<file path="config.mk">
export PLATFORM = sky130hd
export DESIGN_NAME = clause_loader
export DESIGN_NICKNAME = d
export VERILOG_FILES = /design/src/rtl/common.sv /design/src/rtl/clause_ram.sv /design/src/rtl/clause_loader.sv
export SDC_FILE = /design/constraint.sdc
export NUM_CORES = 1
export LEC_CHECK = 0
export CELL_PAD_IN_SITES_DETAIL_PLACEMENT = 0
export CELL_PAD_IN_SITES_GLOBAL_PLACEMENT = 2
export CORE_MARGIN = 8
export CORE_UTILIZATION = 50
export DETAILED_ROUTE_END_ITERATION = 12
export PLACE_DENSITY_LB_ADDON = 0.25
export SLEW_MARGIN = 0
export SYNTH_ARGS = -nofsm -noshare
export SYNTH_HDL_FRONTEND = slang
export SYNTH_SLANG_ARGS = --single-unit
</file>
<file path="constraint.sdc">
create_clock -name clock -period 4.43 [get_ports clock]
set_input_delay 0.443 -clock clock [delete_from_list [all_inputs] [get_ports clock]]
set_output_delay 0.443 -clock clock [all_outputs]
set_load 0.05 [all_outputs]
</file>
<file path="src/rtl/common.sv">
// Shared types and default sizes for the clause loading front end.
package common;

  localparam int number_literal = 5;
  localparam int max_clause     = 16;

  typedef struct packed {
    logic [number_literal-1:0] pos;
    logic [number_literal-1:0] neg;
  } clause_t;

  typedef enum logic [1:0] {IDLE, POS, NEG, DONE} load_state_t;

endpackage

</file>
<file path="src/rtl/clause_ram.sv">
// Clause buffer: synchronous write, registered read, no reset on the array so it maps to block RAM.
module clause_ram
  import common::*;
#(
  parameter int WIDTH = 2 * number_literal,
  parameter int DEPTH = max_clause,
  localparam int AW   = $clog2(DEPTH)
) (
  input  logic             clock,
  input  logic             we,
  input  logic [AW-1:0]    wr_addr,
  input  logic [WIDTH-1:0] wr_data,
  input  logic [AW-1:0]    rd_addr,
  output logic [WIDTH-1:0] rd_data
);

  logic [WIDTH-1:0] mem [DEPTH];
  logic [WIDTH-1:0] rd_data_reg;

  always_ff @(posedge clock) begin
    if (we) begin
      mem[wr_addr] <= wr_data;
    end
    rd_data_reg <= mem[rd_addr];
  end

  assign rd_data = rd_data_reg;

endmodule

</file>
<file path="src/rtl/clause_loader.sv">
// Pairs the serial pos/neg word stream into clauses, drops padding and tautologies,
// stores survivors in the clause buffer and exposes it through a registered read port.
module clause_loader
  import common::*;
#(
  parameter int NUM_LIT     = number_literal,
  parameter int MAX_CLAUSES = max_clause,
  localparam int AW         = $clog2(MAX_CLAUSES),
  localparam int CW         = AW + 1
) (
  input  logic               clock,
  input  logic               reset,
  input  logic               load,
  input  logic [NUM_LIT-1:0] i,
  input  logic [AW-1:0]      rd_addr,
  output logic [NUM_LIT-1:0] rd_pos,
  output logic [NUM_LIT-1:0] rd_neg,
  output logic [CW-1:0]      clause_count,
  output logic               ready,
  output logic               overflow,
  output logic               odd_error
);

  load_state_t          state_reg, state_next;
  logic [NUM_LIT-1:0]   pend_pos_reg, pend_pos_next;
  logic [CW-1:0]        count_reg, count_next;
  logic                 ready_reg, ready_next;
  logic                 overflow_reg, overflow_next;
  logic                 odd_error_reg, odd_error_next;
  logic                 rd_valid_reg;
  logic                 wr_en;
  logic [NUM_LIT-1:0]   overlap;
  logic                 is_padding;
  logic                 is_tautology;
  logic                 buf_full;
  logic [2*NUM_LIT-1:0] rd_word;

  // Classifier works on the pending pos word and the neg word currently on the bus.
  for (genvar gi = 0; gi < NUM_LIT; gi++) begin : g_overlap
    assign overlap[gi] = pend_pos_reg[gi] & i[gi];
  end

  assign is_padding   = (pend_pos_reg == '0) && (i == '0);
  assign is_tautology = |overlap;
  assign buf_full     = (count_reg >= CW'(MAX_CLAUSES));

  always_comb begin
    state_next     = state_reg;
    pend_pos_next  = pend_pos_reg;
    count_next     = count_reg;
    ready_next     = ready_reg;
    overflow_next  = overflow_reg;
    odd_error_next = odd_error_reg;
    wr_en          = 1'b0;

    unique case (state_reg)
      IDLE, DONE: begin
        if (load) begin
          count_next     = '0;
          ready_next     = 1'b0;
          overflow_next  = 1'b0;
          odd_error_next = 1'b0;
          pend_pos_next  = i;
          state_next     = NEG;
        end
      end
      POS: begin
        if (load) begin
          pend_pos_next = i;
          state_next    = NEG;
        end else begin
          ready_next = 1'b1;
          state_next = DONE;
        end
      end
      NEG: begin
        if (load) begin
          state_next = POS;
          if (!is_padding && !is_tautology) begin
            if (!buf_full) begin
              wr_en      = 1'b1;
              count_next = count_reg + CW'(1);
            end else begin
              overflow_next = 1'b1;
            end
          end
        end else begin
          // Stream ended between a pos word and its neg word: the half clause is dropped.
          odd_error_next = 1'b1;
          ready_next     = 1'b1;
          state_next     = DONE;
        end
      end
      default: state_next = IDLE;
    endcase
  end

  always_ff @(posedge clock) begin
    if (reset) begin
      state_reg     <= IDLE;
      pend_pos_reg  <= '0;
      count_reg     <= '0;
      ready_reg     <= 1'b0;
      overflow_reg  <= 1'b0;
      odd_error_reg <= 1'b0;
      rd_valid_reg  <= 1'b0;
    end else begin
      state_reg     <= state_next;
      pend_pos_reg  <= pend_pos_next;
      count_reg     <= count_next;
      ready_reg     <= ready_next;
      overflow_reg  <= overflow_next;
      odd_error_reg <= odd_error_next;
      // Masking bit travels alongside the RAM read so stale entries read as zero.
      rd_valid_reg  <= ({1'b0, rd_addr} < count_reg);
    end
  end

  clause_ram #(
    .WIDTH(2 * NUM_LIT),
    .DEPTH(MAX_CLAUSES)
  ) u_clause_ram (
    .clock  (clock),
    .we     (wr_en && !reset),
    .wr_addr(count_reg[AW-1:0]),
    .wr_data({pend_pos_reg, i}),
    .rd_addr(rd_addr),
    .rd_data(rd_word)
  );

  assign rd_pos       = rd_valid_reg ? rd_word[2*NUM_LIT-1:NUM_LIT] : '0;
  assign rd_neg       = rd_valid_reg ? rd_word[NUM_LIT-1:0] : '0;
  assign clause_count = count_reg;
  assign ready        = ready_reg;
  assign overflow     = overflow_reg;
  assign odd_error    = odd_error_reg;

endmodule

</file>
==> impl_metrics.yaml, run 1 <==
run_status:
  status: "complete, no violations"
sta:
  min_period_over_period_pct: 71.1
  slew_viol_final: 0
  setup_tns_ns: 0
  rsz0062_at_grt: "false"
  finalHoldViolations: 0
  final.min_clock_period_ns: 3.15
  finClkSkew_ns: 0.00891
  max_freq_ghz: 0.317
  whs_ns: 0.488
  maxSlewHeadroom_pct: 27.4
  worst_pin_slew_ns: 1.09
  setup_viol: 0
clock_network:
  clockBufferDepth: 2
  post-cts-setup-buffers: 0
  clk_pin_slew_worst_paths_ns: 0.06
  ctsHoldBuffers: 0
  cts.sinks: 186
  htreeDepth: 4
  cts_root_buf: "clkbuf_16"
  ctsResizeCount: 0
  tritoncts: "yes"
  numCtsBuffers: 17
  clk_latency_ns: 0.43
power_and_ir_drop:
  finalPower_mw: 3.74
  swShare_pct: 22.6
  p_seq_share_pct: 53.3
  p_clk_share_pct: 38.3
  p_sw_mw: 0.844
  p_leak_nw: 2.68
  power_density_mw_per_mm2: 448
  ir_worst_vdd_v: 0.000268
  combinationalPowerShare_pct: 8.4
  p_int_mw: 2.89
floorplan:
  fp.dieW_um: 136
  io_pins: 30
  dieArea_mm2: 0.0186
  dieHeight_um: 136
  rows: 44
  start_util_pct: 50.5
  core_area_mm2: 0.0144
yosys:
  ys_top_cells_by_area: "edfxtp_1 66%, mux4_2 16%, dfxtp_1 7.2%"
  synth_fa_ha_area_share_pct: 1.55
  synth-simple-area-share_pct: 5.26
  synth_warnings: 0
  synth-main-ff-cell: "edfxtp_1"
  synth_cell_types: 34
  syn_area_per_cell_um2: 19.3
  synthMuxAreaShare_pct: 16.2
  ys_seq_area_share_pct: 73.4
  syn-num-nets: 396
  synth.top_cell.area_share_pct: 66.3
  synth-seq-cells: 186
  synth-compound-area-share_pct: 2.23
  synth_top_family_by_area: "multiplexers"
  netlist_area_mm2: 0.00725
  synth_area_leader_cell: "edfxtp_1"
  synth_edf_count: 160
  async_flop_share_pct: 0
  synth-xor-area-share_pct: 0
  syn_inst: 375
global_routing:
  grt_pass1_wl_um: 23100
  track_usage_pct: 17.7
  overflow: 0
  grt_max_degree: 42
  antenna_found_initial: 0
  grt_pass1_vias: 3719
finish:
  largest_reg_flops: 160
  fin_nets: 436
  syn_to_final_growth_pct: 15.0
  antenna_cells: 0
  drive_gt1_share_pct: 22.4
  postLayoutCoreUtil_pct: 58.0
  final_cell_area_mm2: 0.00834
hold_path:
  hold_class: "flop to flop"
critical_path:
  crit_required_ns: 4.47
  cp-end-kind: "flop"
  cp-start-kind: "flop"
  crit_fanout: 16
  path_class: "flop to flop"
  worst_ep_arrival_time_ns: 3.19
routing:
  routedWlPerCell_um: 24.7
  dr.pass1.iters: 5
  drc: 0
  vias_per_cell: 5.88
  ant_nets: 0
  drt_iter0_markers: 377
  wl_um: 15100
  vias: 3600
place:
  dpl_cell_area_mm2: 0.00778
  gp_congestion: 0.771
  buffer_ports.inserted: 29
  dp_hpwl_um: 10000
run:
  maxCapViolations: 0
==> Yosys cell counts (3+ instances only) <==
master / instances
a21o_1: 4
dfxtp_1: 26
clkbuf_1: 11
nor2_1: 25
a31oi_1: 4
nand2_1: 19
and2_1: 10
nor3_1: 9
ha_1: 9
mux2i_1: 5
edfxtp_1: 160
nand4_1: 3
buf_2: 4
inv_1: 8
a21oi_1: 6
nor2b_1: 3
mux4_2: 50
==> power groups by stage <==
stage               sequential [mW]  combinational (mW)  clock (mW)
global route                   2.00               0.337        1.52
floorplan                      2.03               0.200           0
finish                         1.99               0.312        1.43
CTS                            1.99               0.317        1.45
detailed placement             2.03               0.316           0
global placement               2.03               0.315           0
==> layout make-up <==
type,instances,area [um^2]
inverter,8,30.0
tap,184,230
fill,1060,6030
clock buffer,18,429
sequential,186,5330
clock inverter,14,131
timing repair buffer,37,340
multi-input combinational,165,1850
==> through the flow <==
| step | std cells | worst slack (ns) |
|---|---|---|
| 3_3_place_gp | 580 | 0.980 |
| 6_report | 612 | 1.28 |
| 3_5_place_dp | 580 | 0.955 |
| 2_1_floorplan | 375 | 1.91 |
| 5_1_grt | 612 | 0.937 |
| 4_1_cts | 612 | 1.28 |
==> per-layer routing <==
metal | share of wire (%) | wire [um] | GRT usage [%]
met5 | 0 | 0 | 0
met4 | 1.4 | 217 | 6.96
met3 | 5.5 | 834 | 3.36
met2 | 49 | 7410 | 27.7
met1 | 44 | 6660 | 23.9
==> cell usage in the layout, fill, tap and decap left out, types with 8 or more instances in the layout <==
master / count
dfxtp_1: 26
nor2_1: 25
and2_1: 10
clkdlybuf4s50_1: 27
edfxtp_1: 160
mux4_2: 50
buf_4: 8
nand2_1: 19
inv_1: 8
ha_1: 9
clkbuf_16: 17
==> worst paths after layout <==
kind                              startpoint                      to  slack, ns  cells past startpoint
worst max-delay path            state_reg[0]  u_clause_ram.mem[2][1]       1.28                      7
worst min-delay path               odd_error               odd_error       0.49                      2
worst max register to register  state_reg[0]  u_clause_ram.mem[2][1]       1.28                      7
worst min register to register     odd_error               odd_error       0.49                      2
==> worst max-delay path: stages (launching register included) <==
cell and delay, ns:
dfxtp_1 0.32, inv_1 0.06, ha_1 0.51, nand2_1 0.14, or3_1 0.33, nor3_1 0.32, nand2_1 0.22, nor3_2 0.85
==> cells by family after synthesis <==
| family | count (synthesis) |
|---|---|
| flops | 186 |
| simple gates | 77 |
| mux | 55 |
| compound gates | 24 |
| buf+inv | 24 |
| fa+ha+maj | 9 |
No activity file was read; power rests on OpenSTA's default activity.
==> run 2, diff against run 1 <==
--- a/config.mk
+++ b/config.mk
@@ -8,7 +8,7 @@
 export CELL_PAD_IN_SITES_DETAIL_PLACEMENT = 0
 export CELL_PAD_IN_SITES_GLOBAL_PLACEMENT = 2
 export CORE_MARGIN = 8
-export CORE_UTILIZATION = 50
+export CORE_UTILIZATION = 47
 export DETAILED_ROUTE_END_ITERATION = 12
 export PLACE_DENSITY_LB_ADDON = 0.25
 export SLEW_MARGIN = 0
==> constraint.sdc (replaced) <==
create_clock -name clock -period 3.2 [get_ports clock]
set_input_delay 0.32 -clock clock [delete_from_list [all_inputs] [get_ports clock]]
set_output_delay 0.32 -clock clock [all_outputs]
set_load 0.05 [all_outputs]
==> impl_metrics.yaml, run 2 (synthesis results as in run 1) <==
run_status:
  status: "complete, no violations"
routing:
  drt_iter0_markers: 293
  drc: 0
  wl_um: 15500
  ant_nets: 0
  dr.pass1.iters: 4
  vias: 3589
  routedWlPerCell_um: 24.5
  vias_per_cell: 5.68
power_and_ir_drop:
  finalPower_mw: 5.39
  ir_worst_vdd_v: 0.000388
  p_leak_nw: 2.80
  power_density_mw_per_mm2: 632
critical_path:
  cp-start-kind: "input port"
  crit_required_ns: 3.25
  cp-end-kind: "flop"
  path_class: "input port to flop"
  worst_ep_arrival_time_ns: 2.61
  crit_fanout: 10
finish:
  most-common-layout-cells: "160 x edfxtp_1, 50 x mux4_2, 27 x clkdlybuf4s50_1, 26 x dfxtp_1, 25 x nor2_1"
  nFillCells: 1147
  antenna_cells: 0
  layout_commonest_cell: "edfxtp_1"
  instances_no_fill: 632
  fin_nets: 452
  final-seq-area_mm2: 0.00533
  largest_reg_flops: 160
  syn_to_final_growth_pct: 17.7
  drive_gt1_share_pct: 26.1
  multi_input_area_mm2: 0.00185
place:
  gp_congestion: 0.741
  dp.cells: 600
  dp_hpwl_um: 10700
  buffer_ports.inserted: 29
clock_network:
  clockBufferDepth: 2
  ctsResizeCount: 0
  clk_pin_slew_worst_paths_ns: 0.07
  cts.sinks: 186
  ctsHoldBuffers: 0
  numCtsBuffers: 17
  clk_latency_ns: 0.43
  post-cts-setup-buffers: 0
  htreeDepth: 4
  cts_root_buf: "clkbuf_16"
  tritoncts: "yes"
sta:
  finClkSkew_ns: 0.00736
  setup_viol: 0
  slew_viol_final: 0
  rsz0062_at_grt: "false"
  min_period_over_period_pct: 80.1
  worst_pin_slew_ns: 0.975
  maxSlewHeadroom_pct: 34.8
  max_freq_ghz: 0.390
  finalHoldViolations: 0
  setup_tns_ns: 0
  final.min_clock_period_ns: 2.56
floorplan:
  core_area_mm2: 0.0151
  fp.dieW_um: 140
  dieArea_mm2: 0.0197
  rows: 45
  start_util_pct: 47.9
  dieHeight_um: 140
  io_pins: 30
global_routing:
  grt_max_degree: 42
  track_usage_pct: 16.8
  antenna_found_initial: 0
  overflow: 0
  grt_pass1_wl_um: 23800
  grt_pass1_vias: 3741
run:
  maxCapViolations: 0
hold_path:
  hold_class: "flop to flop"
[run 2: cell count changes in the layout (fill, tap and decap cells not counted), sizes merged]
cell | previous run | this run
buf | 10 | 26
inv | 8 | 18
clkinv | 9 | 3
clkinvlp | 3 | 0
clkbuf | 18 | 17
[run 2: final timing paths]
check	cells past startpoint	startpoint	to	slack (ns)
hold / removal	2	odd_error	odd_error	0.48
hold reg to reg	2	odd_error	odd_error	0.48
setup reg to reg	6	pend_pos_reg[3]	u_clause_ram.mem[9][1]	0.65
setup / recovery	7	i[0]	u_clause_ram.mem[9][1]	0.64
[run 2: area by class of cell]
type | count | area share [%]
tap | 188 | 2.76
clock buffer | 17 | 4.98
sequential | 186 | 62.4
timing repair buffer | 53 | 5.54
multi-input combinational | 165 | 21.7
inverter | 8 | 0.352
clock inverter | 15 | 2.30
[run 2: layer usage]
layer	vias up	share of wire [%]	global-route usage [%]
li1	1626	-	-
met5	-	0	0
met2	85	49	26.3
met1	1867	45	22.5
met3	11	4.9	4.42
met4	0	1.0	5.43
[run 2: through the flow]
stage          setup WS, ns  cell area, um^2  utilization, %  hold WS [ns]
4_1_cts               0.559             8540            56.4         0.487
3_5_place_dp         0.0988             7920            52.3         0.475
3_3_place_gp          0.202             7920            52.3         0.461
2_1_floorplan         0.690             7250               -         0.419
6_report              0.638             8540            56.4         0.482
5_1_grt               0.372             8540            56.4         0.516
[run 2: worst max-delay path, stage by stage]
cell             delay, ns
clkdlybuf4s50_1       0.54
a222oi_1              0.38
nand2_1               0.12
nor3_1                0.18
buf_4                 0.15
nand2_1               0.14
nor2_1                0.78
[run 2: power by group]
group          switching (mW)  internal [mW]  total [mW]  leakage [nW]
combinational           0.293          0.198       0.491         0.826
sequential             0.0361           2.69        2.73          1.67
clock                   0.971           1.20        2.17         0.306
total                    1.30           4.09        5.39          2.80
==> patch: new RTL, flow settings as in run 2 <==
Change the package constant `number_literal` from 5 to 6.
--- a/src/rtl/common.sv
+++ b/src/rtl/common.sv
@@ -1,7 +1,7 @@
 // Shared types and default sizes for the clause loading front end.
 package common;
 
-  localparam int number_literal = 5;
+  localparam int number_literal = 6;
   localparam int max_clause     = 16;
 
   typedef struct packed {
Interface: changed (resized i, rd_neg and rd_pos); port bits go from 30 to 33. No check against the original RTL was run, so the function may have changed too.
==> patch against run 2 <==
- sequential cell count increased by 35
- area after synthesis up 19%
- global-route usage rose by 0.78 points
- worst setup slack got worse by 210 ps
- utilization up 0.60 points
- power increased by 19%
- hold slack gained 1.7 ps
- routed wire length rose by 24%
- design area up 20%
- non-clock buffer count grew 20
- critical path depth shrank 1
- via count up 23%
- largest cell class unchanged
- largest power group unchanged
==> patch: results (changes against run 2) <==
WL met3 = 1320 um (was 763 um)
via/cell ratio = 5.84 (was 5.68)
Worst-path clk slew = 60 ps
Clk pwr share = 40.3% (about the same)
Avg Inst Size Synth = 19.9 um^2 (was 19.3 um^2)
VDD IR max = 0.000408 V (was 0.000388 V)
met3 global-route usage = 3.23% (was 4.42%)
Pre-antenna DRT Iters = 4 (unchanged)
pwr dens = 626 nW/um^2 (was 632 nW/um^2)
H-tree Lvls = 1 (was 4)
Critical R2R Capture = u_clause_ram.mem[0][4] (was u_clause_ram.mem[9][1])
Synth Area in Compound Gates = 1.91% (was 2.23%)
Setup WS pre-CTS = 298 ps (was 98.8 ps)
Avg WL per Cell = 25.4 um (was 24.5 um)
Placement Cell Area = 9490 um^2 (was 7920 um^2)
Post-synth EDFFs = 192 (was 160)
Num CTS Buffers = 23 (was 17)
worst r2r src = pend_pos_reg[2] (was pend_pos_reg[3])
max FFs per register = 192 (was 160)
GR Layer Usage met2 = 27.4% (was 26.3%)
largest net degree at the start of global routing = 32 (was 42)
clock latency on the worst-skew pair = 500 ps (was 430 ps)
status = finished clean (unchanged)
post-synthesis adder-cell area fraction = 1.31% (was 1.55%)
Starting DRT DRC Count = 313 (was 293)
first-pass GRT wire length = 29100 um (was 23800 um)
commonest cells in the netlist = edfxtp_1 (192), mux4_2 (60), dfxtp_1 (29) (was edfxtp_1 (160), mux4_2 (50), dfxtp_1 (26))
kind of critical path = reg2reg (was in2reg)
hold path depth = 2 (unchanged)
hpwl dp = 13100 um (was 10700 um)
critical path's largest stage delay = 820 ps (was 780 ps)
crit path DAT = 2950 ps (was 2610 ps)
worst slew pin tran = 993 ps (was 975 ps)
logic gate share of total power = 8.9% (was 9.1%)
Synth area leaders = edfxtp_1 (67%), mux4_2 (16%), dfxtp_1 (6.8%), ha_1 (1.3%), and2_1 (0.87%) (was edfxtp_1 (66%), mux4_2 (16%), dfxtp_1 (7.2%), ha_1 (1.6%), nor2_1 (1.3%))
syn nets = 454 (was 396)
placed cells = 712 (was 600)
Hold WS = 483 ps (was 482 ps)
Tot GR Track Use = 17.6% (was 16.8%)
NumNets Final = 530 (was 452)
fraction of synthesized area in multiplexers = 16.4% (was 16.2%)
Worst Reg2Reg Path Length in Cells = 6 (unchanged)
met1 wire length = 8310 um (was 6900 um)
Detailed Route WL = 19200 um (was 15500 um)
Leak = 3.35 nW (was 2.80 nW)
vias in the first global route = 4579 (was 3741)
Worst Path Max Fanout = 19 (was 10)
layout cells sized above 1 = 30.2% (was 26.1%)
WL met2 = 9160 um (was 7660 um)
## patch: final cells by class
| cell class | instances | area (um^2) |
|---|---|---|
| Sequential cell | 221 | 6350 |
| Clock inverter | 12 | 115 |
| Fill cell | 1327 | 7730 |
| Tap cell | 229 | 287 |
| Clock buffer | 29 | 628 |
| Inverter | 8 | 30.0 |
| Timing Repair Buffer | 73 | 646 |
| Multi-Input combinational cell | 181 | 2180 |
## patch: worst max-delay path by stage
| stage | to | slack, ps | depth (start not counted) |
|---|---|---|---|
| final | u_clause_ram.mem[0][4] | 430 | 6 |
| after global routing | u_clause_ram.mem[1][4] | 310 | 6 |
| after CTS | u_clause_ram.mem[0][4] | 440 | 6 |
| after detailed placement | u_clause_ram.mem[0][3] | 300 | 7 |
| after global placement | u_clause_ram.mem[1][3] | 370 | 7 |
| after floorplan | u_clause_ram.mem[3][0] | 30 | 5 |
## patch: worst min-delay path, cell delays in order, from the launching register on
cell	delay, ps
dfxtp_1	330
nand2_1	60
a21oi_1	50
